<file path="src/rtl/dataflow_rr_arbiter.sv">
// rtl/dataflow_rr_arbiter.sv - two-requester round-robin arbiter with one-entry output slot and taint shadows
module dataflow_rr_arbiter #(
  parameter int WIDTH = 32
) (
  input  logic             clk,
  input  logic             rst,
  input  logic             c1,
  input  logic [WIDTH-1:0] d1,
  input  logic             c2,
  input  logic [WIDTH-1:0] d2,
  input  logic             c1_t0,
  input  logic             c2_t0,
  input  logic [WIDTH-1:0] d1_t0,
  input  logic [WIDTH-1:0] d2_t0,
  input  logic             out_ready,
  output logic [WIDTH-1:0] out,
  output logic             out_valid,
  output logic [WIDTH-1:0] out_t0,
  output logic             out_valid_t0,
  output logic             grant1,
  output logic             grant2,
  output logic             grant1_t0,
  output logic             grant2_t0
);

  logic [WIDTH-1:0] out_q;
  logic [WIDTH-1:0] out_t0_q;
  logic             vld_q;
  logic             vld_t0_q;
  logic             prio;
  logic             prio_t0;

  logic free;
  logic load;
  logic win2;
  logic ctrl_t;

  assign free = ~vld_q | out_ready;
  assign load = free & (c1 | c2);
  // requester 2 wins when it is alone, or when both ask and it holds priority
  assign win2 = c2 & (~c1 | prio);
  // priority taint only matters when the choice actually depended on prio
  assign ctrl_t = c1_t0 | c2_t0 | (prio_t0 & c1 & c2);

  assign grant1    = ~rst & load & ~win2;
  assign grant2    = ~rst & load & win2;
  assign grant1_t0 = ~rst & free & ctrl_t;
  assign grant2_t0 = ~rst & free & ctrl_t;

  always_ff @(posedge clk) begin
    if (rst) begin
      out_q    <= '0;
      out_t0_q <= '0;
      vld_q    <= 1'b0;
      vld_t0_q <= 1'b0;
      prio     <= 1'b0;
      prio_t0  <= 1'b0;
    end else if (free) begin
      if (load) begin
        out_q    <= win2 ? d2 : d1;
        out_t0_q <= (win2 ? d2_t0 : d1_t0) | {WIDTH{ctrl_t}};
        vld_q    <= 1'b1;
        vld_t0_q <= ctrl_t;
        prio     <= ~win2;
        prio_t0  <= prio_t0 | ctrl_t;
      end else begin
        vld_q    <= 1'b0;
        vld_t0_q <= 1'b0;
      end
    end
  end

  assign out          = out_q;
  assign out_valid    = vld_q;
  assign out_t0       = out_t0_q;
  assign out_valid_t0 = vld_t0_q;

endmodule

</file>
<file path="config.mk">
export PLATFORM = sky130hd
export DESIGN_NAME = dataflow_rr_arbiter
export DESIGN_NICKNAME = d
export VERILOG_FILES = /design/src/rtl/dataflow_rr_arbiter.sv
export SDC_FILE = /design/constraint.sdc
export NUM_CORES = 1
export LEC_CHECK = 0
export BUFFER_PORTS_ARGS = -buffer_cell sky130_fd_sc_hd__buf_2
export CAP_MARGIN = 40
export CORE_UTILIZATION = 49
export CTS_BUF_LIST = sky130_fd_sc_hd__clkbuf_4
export DETAILED_ROUTE_END_ITERATION = 16
export HOLD_SLACK_MARGIN = 0.05
export PLACE_DENSITY = 0.94
export SKIP_LAST_GASP = 1
export SYNTH_ARGS = -nofsm -noshare
export SYNTH_HDL_FRONTEND = slang
export SYNTH_SLANG_ARGS = --single-unit
</file>
<file path="constraint.sdc">
create_clock -name clk -period 2.4 [get_ports clk]
set_input_delay 0.48 -clock clk [delete_from_list [all_inputs] [get_ports clk]]
set_output_delay 0.48 -clock clk [all_outputs]
set_load 0.005 [all_outputs]
</file>
==> flow_metrics.tcl, run 1 <==
set metrics [dict create \
    synth_edf_count 0 \
    use_met3 0.0790 \
    synth_seq_cells 68 \
    synth-async-reset-ratio 0 \
    yosysWarnings 0 \
    first_pass_iters 5 \
    syn_inst 407 \
    endpoint_kind "output port" \
    yosysSeqAreaShare 0.389 \
    grt-ovfl-total 0 \
    maxCapViolCount 0 \
    drive_above_1_share 0.411 \
    slew_viol_final 0 \
    place_ws_ps 339 \
    ant_nets 0 \
    clock_path_buffers 2 \
    grt_usage 0.322 \
    path_class "register to output port" \
    finalHoldViolCount 0 \
    ys.flop_type "dfxtp_1" \
    synth_area_per_cell_sq_um 8.61 \
    cts_tree "done" \
    core-area_sq_mm 0.00683 \
    cts_buffers 9 \
    synth_area_sq_mm 0.00350 \
    synth_fp_nets 542 \
    drt_iter0_drc 341 \
    cp_max_fo 3 \
    ir_drop_mv 0.346 \
    met2_usage 0.491 \
    status "finished clean" \
    power.density_mw_per_mm2 587 \
    syn2layout_area_growth_pct 31.7 \
    setup_viol 0 \
    p_total_mw 2.71 \
    clock_latency_ps 410 \
    antenna_found_initial 0 \
    routedWlPerCell_microns 17.9 \
    design.die.area_sq_mm 0.00749 \
    cts-resized-gates 0 \
    cts_max_level 3 \
    rows 30 \
    busiest_layer "met2" \
    skew_ps 22.0 \
    num_io_pins 205 \
    port_buffers 204 \
    drc_errors 0 \
    setup.worst_path.start_class "register" \
    ctsRootBufferMaster "clkbuf_4" \
    setup_slack_ps 227 \
    slew_headroom 0.528 \
    holdBufCountCts 0 \
    nets 712 \
    min_path_type "input port to register" \
    gp_congestion 0.832 \
    antenna_cells 0 \
    avgViaCountPerCell 6.14 \
    die_h_microns 86.6 \
    vias 4165 \
    ys_types 27 \
    clock.fmax_mhz 460 \
    fin_crit_sh 0.905 \
    grt_max_degree 66 \
    start_util 0.513 \
    cp.required_ps 1920 \
    p_leak_nw 1.93 \
    cts.sinks 68 \
    drt_wl_total_mm 12.1 \
    rsz0062_at_grt "false" \
    worst_slew_pin_slew_ps 709 \
    grt_pass1_vias 3972 \
    fin_crit_ps 2170 \
    dpl.hpwl_mm 7.92 \
    arrival_ps 1690 \
    gr-usage-met1 0.416 \
    die_w_microns 86.6 \
    cts_setup_buffers 0 \
    finalSetupTns_ps 0 \
    grt_pass1_wl_mm 19.1 \
    clk_pin_slew_ps 130 \
]
==> worst max-delay path: stages (launching register included) <==
cell,delay [ps]
dfxtp_1,350
a311o_1,280
nor3b_1,450
buf_2,210
==> cell type report <==
class,instances,area (sq um)
sequential,68,1360
clock inverter,7,57.6
multi-input combinational,275,1850
timing repair buffer,219,1150
fill,569,2220
tap,96,120
inverter,4,15.0
clock buffer,9,67.6
==> flip-flops by register name, indices dropped and copies added, names as in the netlist <==
| signal | flops |
|---|---|
| out | 32 |
| out_t0 | 32 |
| out_valid | 1 |
| out_valid_t0 | 1 |
| prio | 1 |
| prio_t0 | 1 |
==> synth_stat cells, types with 3 or more instances <==
library cell  instances  area share
a311oi_1             32       0.080
nand2b_1             33       0.059
a21oi_1              35       0.050
clkbuf_1             36       0.039
a32oi_1              32       0.080
buf_4                 5       0.011
o211ai_1             64        0.14
o21ai_1               6      0.0086
o21ai_0              58       0.083
inv_1                 3      0.0032
nor2_1                4      0.0043
buf_6                 4       0.013
buf_2                14       0.020
dfxtp_1              68        0.39
==> report_power, final <==
part | internal [mW] | switching [mW] | total, mW
registers | 1.25 | 0.0610 | 1.31
clock network | 0.304 | 0.409 | 0.714
logic | 0.305 | 0.380 | 0.685
==> logic make-up (layout without fill, tap and decap cells) <==
logic type / Yosys count / in the layout / synth area share
compound gates: 229 / 229 / 0.444
flops: 68 / 68 / 0.389
buf+inv: 64 / 239 / 0.0875
simple gates: 46 / 46 / 0.0800
==> layer usage <==
metal	up-vias	wire length, microns
li1	1945	-
met1	1928	5030
met2	256	5480
met3	36	1170
met4	0	462
met5	-	0
==> cell usage in the layout (no fill, tap or decap), types with 2 or more instances in the layout <==
cell	synthesis	routed
nand2b_1	33	33
inv_1	3	2
a311oi_1	32	32
dfxtp_1	68	67
nor2_1	4	3
buf_4	5	14
o21ai_0	58	58
a32oi_1	32	32
clkbuf_4	0	9
clkinv_2	0	4
o211ai_1	64	64
a21oi_1	35	35
buf_2	14	204
clkinv_1	0	3
o21ai_1	6	6
==> through the flow <==
step                hold slack (ps)  utilization  cell area [sq um]  cells
floorplan                       425            -               3500    407
global route                    309        0.675               4610    678
CTS                             319        0.675               4610    678
detailed placement              444        0.657               4490    662
global placement                443        0.657               4490    662
finish                          337        0.675               4610    678
==> worst paths after layout <==
check | cells after the start | startpoint | slack (ps) | endpoint
setup reg to reg | 4 | out_valid | 680 | prio
setup / recovery | 3 | prio_t0 | 230 | grant2_t0
hold / removal | 3 | d1_t0[15] | 340 | out_t0[15]
hold reg to reg | 2 | out[7] | 460 | out[7]
Power figures use the tool's default switching activity.
==> inputs of run 2 (changes only) <==
- CORE_UTILIZATION: 49 -> 47
- CTS_BUF_LIST: sky130_fd_sc_hd__clkbuf_4 -> sky130_fd_sc_hd__clkbuf_16
- PLACE_DENSITY: 0.94 -> 0.91
==> flow_metrics.tcl, run 2 (synthesis gave the netlist of run 1 again) <==
set metrics [dict create \
    cp_max_fo 5 \
    finalHoldViolCount 0 \
    hold_path_end "out_t0[30]" \
    endpoint_kind "output port" \
    fin_crit_sh 0.822 \
    clk_pin_slew_ps 50 \
    rows 31 \
    clock_path_buffers 2 \
    use_met3 0.0709 \
    syn2layout_area_growth_pct 35.5 \
    dpl.hpwl_mm 7.73 \
    min_from "d1_t0[30]" \
    die_w_microns 88.3 \
    worstReg2RegStart "prio" \
    reg2reg_slack_ps 660 \
    vias 4201 \
    cpPeakStageDelay_ps 310 \
    maxCapViolCount 0 \
    min_path_type "input port to register" \
    nets 711 \
    busiest_layer "met2" \
    antenna_found_initial 0 \
    first_pass_iters 4 \
    slew_headroom 0.524 \
    pwr-share-seq 0.424 \
    r2r_end "out_t0[13]" \
    clkPwrFrac 0.359 \
    cp.required_ps 1920 \
    gp_congestion 0.783 \
    intPower_mw 2.23 \
    cts_tree "done" \
    met2_usage 0.500 \
    core-area_sq_mm 0.00721 \
    setup.worst_path.start_class "register" \
    gr-usage-met1 0.345 \
    swShare 0.282 \
    crit_path_cell_trace "nor2b_1 -> buf_4 -> nor3b_1 -> buf_2" \
    clock.fmax_mhz 507 \
    cts_setup_buffers 0 \
    p_leak_nw 1.99 \
    crit_family "simple AND/OR/NAND/NOR gates" \
    worstHoldPathCells 3 \
    holdBufCountCts 0 \
    final_common_cell "buf_2" \
    grt_max_degree 66 \
    grt_pass1_wl_mm 18.0 \
    final_cell_mix "204 x buf_2, 67 x dfxtp_1, 64 x o211ai_1" \
    switchingPower_uw 879 \
    clock_latency_ps 320 \
    routedWlPerCell_microns 17.4 \
    cp_slowest_cell "dfxtp_1" \
    ir_drop_mv 0.365 \
    ctsRootBufferMaster "clkbuf_16" \
    fill_cells 613 \
    status "finished clean" \
    power.density_mw_per_mm2 655 \
    cts.sinks 68 \
    rr_worst_depth 4 \
    cts_buffers 9 \
    p_total_mw 3.11 \
    antenna_cells 0 \
    drt_iter0_drc 269 \
    start_util 0.486 \
    setup_viol 0 \
    arrival_ps 1490 \
    post-route-util 0.658 \
    avgViaCountPerCell 6.19 \
    worst_slew_pin_slew_ps 714 \
    drt_wl_total_mm 11.8 \
    num_io_pins 205 \
    skew_ps 5.26 \
    path_class "register to output port" \
    p_comb_frac 0.218 \
    cts_max_level 3 \
    cts-resized-gates 0 \
    design.die.area_sq_mm 0.00780 \
    finalSetupTns_ps 0 \
    critical_path_buf_inv_count 2 \
    rsz0062_at_grt "false" \
    ant_nets 0 \
    slew_viol_final 0 \
    port_buffers 204 \
    drc_errors 0 \
    die_h_microns 88.3 \
    drive_above_1_share 0.405 \
    grt_pass1_vias 3905 \
    grt_usage 0.290 \
    grt-ovfl-total 0 \
    fin_crit_ps 1970 \
]
## run 2: cell count changes in the layout (fill, tap and decap cells not counted)
cell / change
clkbuf_16: +9
clkbuf_4: -9
buf_4: -2
clkinv_2: -2
inv_1: +2
buf_12: +1
bufinv_16: -1
## run 2: area by class of cell
| type | instances | area [sq um] | share of cell area |
|---|---|---|---|
| clock buffers | 9 | 225 | 0.0474 |
| clock inverters | 6 | 25.0 | 0.00527 |
| inverters | 4 | 15.0 | 0.00316 |
| multi-input cells | 275 | 1850 | 0.389 |
| flip-flops and latches | 68 | 1360 | 0.287 |
| well taps | 99 | 124 | 0.0261 |
| repair buffers | 218 | 1150 | 0.242 |
## run 2: power by group through the flow
stage | logic, mW | clock network (mW) | registers [mW]
finish | 0.677 | 1.12 | 1.32
CTS | 0.673 | 1.14 | 1.32
detailed placement | 0.671 | 0 | 1.34
global placement | 0.654 | 0 | 1.33
global route | 0.744 | 1.19 | 1.33
floorplan | 0.353 | 0 | 1.35
## run 2: worst reg2reg max path, cell delays in order, from the launching register on
cell	delay (ps)
dfxtp_2	320
and2b_2	480
buf_4	420
o21ai_0	140
a311oi_1	290
## run 2: metrics by stage
stage	setup slack, ps	cell area [sq um]	hold WS (ps)	instances
2_1_floorplan	647	3500	425	407
3_3_place_gp	490	4500	445	664
3_5_place_dp	405	4500	448	664
4_1_cts	404	4750	439	679
5_1_grt	342	4750	450	679
6_report	427	4750	449	679
## run 2: worst max path at each step
stage               from          to  slack, ps  depth (start not counted)
6_report       out_valid   grant2_t0        430                          4
5_1_grt        out_valid   grant2_t0        340                          4
4_1_cts        out_valid   grant2_t0        400                          4
3_5_place_dp          c1   out_t0[7]        410                          5
3_3_place_gp          c1  out_t0[12]        490                          5
2_1_floorplan        rst   grant2_t0        650                          4
## run 2: per-layer routing
metal | up-vias | wire length, microns
met3 | 25 | 1250
met4 | 0 | 206
met2 | 290 | 5760
met1 | 1947 | 4610
li1 | 1939 | -
met5 | - | 0
